[src/rtl/int_entry_unit.sv]
// rtl/int_entry_unit.sv - interrupt entry/return sequencer with IE/EPC CSRs and vector-table write forwarding
module int_entry_unit #(
    parameter logic RESET_IE = 1'b0
) (
    input  logic        i_clk,
    input  logic        i_rst_n,
    input  logic        i_int,
    input  logic [31:0] i_vec_addr,
    output logic        o_ack,
    input  logic        i_retire,
    input  logic [31:0] i_pc_next,
    input  logic        i_reti,
    input  logic        i_csr_wr_en,
    input  logic [2:0]  i_csr_addr,
    input  logic [31:0] i_csr_wdata,
    output logic        o_hdl_wr_en,
    output logic [2:0]  o_hdl_addr,
    output logic [31:0] o_hdl_wr_port,
    output logic        o_redirect,
    output logic [31:0] o_redirect_pc,
    output logic        o_ie,
    output logic [31:0] o_epc,
    output logic        o_in_isr
);

    typedef enum logic [1:0] {
        S_IDLE    = 2'd0,
        S_PENDING = 2'd1,
        S_IN_ISR  = 2'd2
    } state_t;

    state_t      state_q;
    state_t      state_d;
    logic        ie_q;
    logic        pie_q;
    logic [31:0] epc_q;
    logic        entry;
    logic        ret;
    logic        csr_ie_wr;
    logic        csr_epc_wr;
    logic        csr_fwd_wr;

    // Next-state logic; entry and return are only taken on an instruction boundary.
    always_comb begin
        state_d    = state_q;
        entry      = 1'b0;
        ret        = 1'b0;
        csr_ie_wr  = i_csr_wr_en && (i_csr_addr == 3'd4);
        csr_epc_wr = i_csr_wr_en && (i_csr_addr == 3'd5);
        csr_fwd_wr = i_csr_wr_en && !i_csr_addr[2];
        case (state_q)
            S_IDLE: begin
                if (i_int && ie_q) begin
                    state_d = S_PENDING;
                end
            end
            S_PENDING: begin
                if (!(i_int && ie_q)) begin
                    state_d = S_IDLE;
                end else if (i_retire) begin
                    entry   = 1'b1;
                    state_d = S_IN_ISR;
                end
            end
            S_IN_ISR: begin
                // i_int is deliberately ignored here so handlers never nest.
                if (i_retire && i_reti) begin
                    ret     = 1'b1;
                    state_d = S_IDLE;
                end
            end
            default: state_d = S_IDLE;
        endcase
    end

    // State register.
    always_ff @(posedge i_clk or negedge i_rst_n) begin
        if (!i_rst_n) begin
            state_q <= S_IDLE;
        end else begin
            state_q <= state_d;
        end
    end

    // IE/PIE/EPC: entry beats any CSR write, return beats an IE write but not an EPC write.
    always_ff @(posedge i_clk or negedge i_rst_n) begin
        if (!i_rst_n) begin
            ie_q  <= RESET_IE;
            pie_q <= 1'b0;
            epc_q <= 32'd0;
        end else if (entry) begin
            epc_q <= i_pc_next;
            pie_q <= ie_q;
            ie_q  <= 1'b0;
        end else begin
            if (ret) begin
                ie_q <= pie_q;
            end else if (csr_ie_wr) begin
                ie_q <= i_csr_wdata[0];
            end
            if (csr_epc_wr) begin
                epc_q <= i_csr_wdata;
            end
        end
    end

    // Registered ack/redirect pulses; redirect target holds between pulses.
    always_ff @(posedge i_clk or negedge i_rst_n) begin
        if (!i_rst_n) begin
            o_ack         <= 1'b0;
            o_redirect    <= 1'b0;
            o_redirect_pc <= 32'd0;
        end else begin
            o_ack      <= entry;
            o_redirect <= entry || ret;
            if (entry) begin
                o_redirect_pc <= i_vec_addr;
            end else if (ret) begin
                o_redirect_pc <= epc_q;
            end
        end
    end

    // Forward vector-table CSR writes (addr 0-3) to the handler one cycle later.
    always_ff @(posedge i_clk or negedge i_rst_n) begin
        if (!i_rst_n) begin
            o_hdl_wr_en   <= 1'b0;
            o_hdl_addr    <= 3'd0;
            o_hdl_wr_port <= 32'd0;
        end else begin
            o_hdl_wr_en <= csr_fwd_wr;
            if (csr_fwd_wr) begin
                o_hdl_addr    <= i_csr_addr;
                o_hdl_wr_port <= i_csr_wdata;
            end
        end
    end

    assign o_ie     = ie_q;
    assign o_epc    = epc_q;
    assign o_in_isr = (state_q == S_IN_ISR);

endmodule

[config.mk]
export PLATFORM = sky130hd
export DESIGN_NAME = int_entry_unit
export DESIGN_NICKNAME = d
export VERILOG_FILES = /design/src/rtl/int_entry_unit.sv
export SDC_FILE = /design/constraint.sdc
export NUM_CORES = 1
export LEC_CHECK = 0
export ABC_AREA = 1
export CAP_MARGIN = 20
export CORE_MARGIN = 1
export CORE_UTILIZATION = 38
export CTS_CLUSTER_SIZE = 25
export DETAILED_ROUTE_END_ITERATION = 7
export PLACE_DENSITY_LB_ADDON = 0.08
export SYNTH_ARGS = -nofsm -noshare
export SYNTH_HDL_FRONTEND = slang
export SYNTH_SLANG_ARGS = --single-unit
[constraint.sdc]
create_clock -name i_clk -period 1.3 [get_ports i_clk]
set_input_delay 0.13 -clock i_clk [delete_from_list [all_inputs] [get_ports i_clk]]
set_output_delay 0.13 -clock i_clk [all_outputs]
set_load 0.02 [all_outputs]
Word level (Yosys, flattened, before mapping):

Index checks and enable logic that the tools add are counted.

* bits of input ports: 105
* output and inout bits: 104
* register bits: 106
* logic and storage cells: 46

* reductions and logical operators: 12
* muxes and demuxes: 17
* eq/ne operators: 7

Operators by type and width (count)
* $mux 32: 4
* $mux 1: 8
* $mux 2: 4
* $eq 3x3->1 const B: 2
* $pmux 2 s3: 1
* $logic_and 1x1->1: 5
* $reduce_bool 2->1: 2
* $ne 3x3->1 const B: 1
* $reduce_and 3->1: 1
* $reduce_bool 3->1: 1
* $eq 2x1->1 const B: 1
* $eq 2x2->1 const B: 1
* $logic_not 2->1: 1
* $ne 2x1->1 const B: 1
* $ne 2x2->1 const B: 1
* $logic_not 1->1: 1
* $logic_or 1x1->1: 1

Longest topological paths before layout:

* depth after elaboration: 5
* depth in mapped cells: 10
* gate-level depth less buffers: 8

Least setup slack after synthesis:

Ideal clock, no wire load.

* kind: flip-flop to flip-flop
* start: register ie_q (netlist: o_ie)
* end: register epc_q[4] (netlist: o_epc[4])
* clock period less this slack: 1321 ps
* slack: -21 ps
* stages on the path, launching flop included: 8
* arrival time: 1204 ps
* path buffers: 1
* cell sequence: dfrtp_1 > nand2_1 > nor2_1 > nand2_2 > buf_2 > or2_0 > nand2_1 > nand2_1

* longest elaborated chain between the ends: 4
* elaborated cells on any way between the ends: 5

Ends and longest elaborated chain
* start: declaration: RTL line 34 `logic ie_q;`
* start signal: assignment: RTL line 97 `ie_q <= pie_q;`
* start signal: assignment: RTL line 99 `ie_q <= i_csr_wdata[0];`
* $logic_and 1x1->1 *: RTL line 58 `if (!(i_int && ie_q)) begin`
* $mux 1 *: RTL line 58
* $mux 1 *: RTL line 51 `case (state_q)`
* $mux 32 / $reduce_bool 2->1 (equally long branches)
* end signal: assignment: RTL line 92 `epc_q <= i_pc_next;`
* end signal: assignment: RTL line 102 `epc_q <= i_csr_wdata;`
* end: declaration: RTL line 36 `logic [31:0] epc_q;`

Every way passes the cells marked *; elsewhere a longest branch is shown, timed or not.
A chain may end at the register's enable or synchronous reset.

Worst setup path in the final report:

* start: register state_q[0]
* end: register epc_q[15] (netlist: o_epc[15])

* longest elaborated chain between the ends: 3
* elaborated cells on any way between the ends: 4

Ends and longest elaborated chain
* start: declaration: RTL line 32 `state_t state_q;`
* start signal: assignment: RTL line 81 `state_q <= state_d;`
* $eq 2x1->1 *: RTL line 51
* $mux 1 *: RTL line 51
* $mux 32 / $reduce_bool 2->1 (equally long branches)

Marks and branches as above.

==> summary.txt <==
Power
  • Leakage power summed over all cells: 0.00397 uW
  • Sw power: 4370 uW
  • Proportion of total power due to net switching: 0.366
  • Comb power frac: 0.374
  • Power Density: 1610 nW/um^2
  • Clock share of power: 0.212
  • Relative contribution of sequential cells to total power: 0.414
  • Max rail drop VDD: 0.849 mV
  • Internal power: 7570 uW
  • Post-route total power: 11900 uW

Logic synthesis
  • Net Count, Synth: 699
  • Share of synthesized area occupied by flip-flops and latches: 0.564
  • Total of flip-flops plus latches after synthesis: 106
  • Yosys warnings: 0
  • Library cells used by synthesis: 21
  • Cell Area, Synth: 4710 um^2
  • Count of mapped cells out of synthesis: 594
  • Average size of a mapped cell: 7.92 um^2

CTS
  • Total number of H-tree levels: 3
  • Count of clock tree sinks: 106
  • Clock-pin slew on the worst setup and hold paths: 0.07 ns
  • Num CTS Buffers: 9
  • Skew-Pair Late Insertion Delay: 0.35 ns
  • CTS tree: done
  • Root buffer selected by CTS: clkbuf_16
  • Number of buffers between clock root and the deepest sink: 2

STA
  • Pins Over Slew Limit: 0
  • Setup violations, final: 7
  • Hold Fails Final Rpt: 0
  • Unrepaired setup endpoints after global routing: true
  • Final Hold Slack: 0.304 ns
  • Worst rel slew slack: 0.779
  • Slew at the pin closest to its max-slew limit: 0.332 ns
  • Setup TNS: -0.117 ns
  • Skew final: 0.00694 ns
  • Final cycle utilization of the critical path: 1.02
  • Final period demand of the worst path: 1.32 ns
  • Highest clock rate: 0.755 GHz
  • Setup ws final: -0.0249 ns

Flow run
  • Max-cap violations: 0

Layout
  • Most frequent standard cell in the layout excluding fill and tap cells: nand2_1
  • # nets final: 921
  • Commonest cells after routing, fill and taps aside: 295 x nand2_1, 105 x dfrtp_1, 103 x clkdlybuf4s50_1
  • Antenna diode instance count: 0
  • Total non-filler cell area in the finished layout: 7410 um^2
  • Syn-to-layout area delta: 57.4%
  • Fraction of final layout cells sized beyond drive strength 1: 0.0795

Worst setup path
  • Flop-to-flop setup slack: -0.02 ns
  • Kind of end point of the critical path: register
  • Critical Path RT: 1.53 ns
  • R2R Path Start: state_q[0]$_DFFE_PN0P_
  • Kind of start point of the critical path: register
  • Most used cell, CP: nand3_1
  • Count of cells along the worst register-to-register path: 7
  • Sum of buffers and inverters on the critical path: 3
  • Type of the worst setup path: register to register
  • Crit path arrival time: 1.56 ns
  • Largest delay share family, worst path: flip-flops
  • Largest fanout on the critical path: 26
  • Reg2reg end: o_epc[15]$_DFFE_PN0P_
  • Cells traversed along the worst timing path: inv_2 > nor2_2 > nand2_2 > buf_4 > buf_12 > nand3_1 > nand3_1
  • Largest incremental delay on the critical path: 0.43 ns
  • Cell type of the slowest stage on the worst timing path: dfrtp_1

Floorplanning
  • Number of top-level design ports: 209
  • Die Y-Extent: 113 um
  • Site Rows: 40
  • Effective utilization at floorplan: 0.390
  • Die X: 113 um
  • Area of the core region: 12100 um^2
  • Overall die area: 12800 um^2

Detailed routing
  • Per-cell via count in the routed design: 4.73
  • Total via count after detailed routing: 4666
  • Total Routed Length: 14.5 mm
  • DR DRC count: 0
  • 1st-iter DRT viols: 306
  • Length of the first detailed-routing pass in iterations: 4
  • Final routed wire length divided by cell count: 14.7 um
  • Post-DRT Antenna Nets: 0

Global route
  • Global-route congestion overflow total: 0
  • Via count of the first global-routing pass: 4702
  • Initial antenna violation count: 0
  • Met1 layer usage reported by global route: 0.302
  • Wire length of the first global-routing pass: 23.8 mm
  • Most Used Layer, Global Route: met2
  • Met3 routing resource usage after global routing: 0.0578
  • Pin count of the biggest net entering global routing: 58
  • Aggregate global-route resource usage: 0.240
  • Global-route met2 utilization: 0.400

Placement
  • Count of buffers from port buffering: 208
  • Total half-perimeter wirelength after legalization and detailed placement: 10.6 mm
  • Worst slack, placed: -0.236 ns
  • Placer congestion estimate: 0.788
  • Placed Instance Area: 7220 um^2

Outcome
  • Failing checks: negative setup slack
  • Result of the run: finished with violations

Hold path
  • Hold crit path type: input port to async pin
==> timing repair <==
item,CTS,global route
endpoints found under the setup margin,106,66
setup buffers,0,0
gates resized for setup,111,5
hold buffers,1,0
hold endpoints to repair,106,0
pin swaps,0,1
gates cloned,1,0
==> worst register-to-register path: stages, from the launching register on <==
cell,delay (ns)
dfrtp_1,0.43
inv_2,0.05
nor2_2,0.09
nand2_2,0.11
buf_4,0.18
buf_12,0.15
nand3_1,0.09
nand3_1,0.09
==> cell usage after synthesis <==
| master | n | share of area |
|---|---|---|
| clkbuf_1 | 17 | 0.014 |
| o21ai_0 | 1 | 0.0011 |
| nand3_1 | 100 | 0.11 |
| nand4_2 | 1 | 0.0027 |
| inv_1 | 35 | 0.028 |
| o21ai_1 | 2 | 0.0021 |
| nand4_1 | 1 | 0.0013 |
| nor2_1 | 3 | 0.0024 |
| or2_1 | 1 | 0.0013 |
| nand2_2 | 2 | 0.0027 |
| nor2_2 | 3 | 0.0040 |
| or2_0 | 1 | 0.0013 |
| buf_2 | 7 | 0.0074 |
| inv_4 | 1 | 0.0013 |
| buf_4 | 5 | 0.0080 |
| inv_2 | 8 | 0.0064 |
| nand2_1 | 295 | 0.24 |
| nor2_4 | 1 | 0.0024 |
| buf_6 | 3 | 0.0072 |
| dfrtp_1 | 106 | 0.56 |
| a211oi_1 | 1 | 0.0016 |
==> routing by layer <==
layer | part of all wire | wire length (um)
met3 | 0.072 | 1050
met4 | 0.020 | 289
met2 | 0.48 | 7010
met1 | 0.43 | 6190
met5 | 0 | 0
==> how the worst max path moves through the flow <==
stage,from,endpoint,slack (ns),cells after the start
3_3_place_gp,i_retire,o_redirect_pc[18]$_DFFE_PN0P_,-0.21,10
2_1_floorplan,o_ie$_DFFE_PN0P_,pie_q$_DFFE_PN0P_,0.003,7
5_1_grt,state_q[0]$_DFFE_PN0P_,o_epc[17]$_DFFE_PN0P_,-0.09,7
6_report,state_q[0]$_DFFE_PN0P_,o_epc[15]$_DFFE_PN0P_,-0.02,7
4_1_cts,state_q[0]$_DFFE_PN0P_,o_epc[18]$_DFFE_PN0P_,0.0009,6
3_5_place_dp,i_retire,o_redirect_pc[8]$_DFFE_PN0P_,-0.24,10
==> power by group through the flow <==
stage	registers [uW]	clock network, uW	logic (uW)
after floorplan	6160	0	1110
after global placement	5020	0	5100
after detailed placement	5040	0	5160
after CTS	4950	2600	4520
after global routing	5080	2740	4820
final	4940	2530	4470
==> state kept, by name, indices dropped and copies added (netlist names), 2 cells and up <==
signal / cells
o_epc: 32
o_redirect_pc: 32
o_hdl_addr: 3
o_hdl_wr_port: 32
state_q: 2
==> logic make-up (layout without fill, tap and decap cells) <==
family | count (synthesis) | count (layout) | synth area share
flops | 106 | 106 | 0.564
compound gates | 4 | 4 | 0.00479
simple gates | 408 | 408 | 0.360
buf+inv | 76 | 300 | 0.0718
==> through the flow <==
stage                     utilization  std cells
after detailed placement        0.599        971
final                           0.614        986
after global routing            0.614        986
after CTS                       0.613        986
after global placement          0.599        971
after floorplan                     -        594
==> cell type report <==
class | instances | area, um^2
repair buffers | 243 | 2380
multi-input cells | 412 | 1730
fillers | 1083 | 4650
flip-flops and latches | 106 | 2650
well taps | 168 | 210
inverters | 44 | 173
clock buffers | 13 | 260
(Power assumes the default switching activity.)
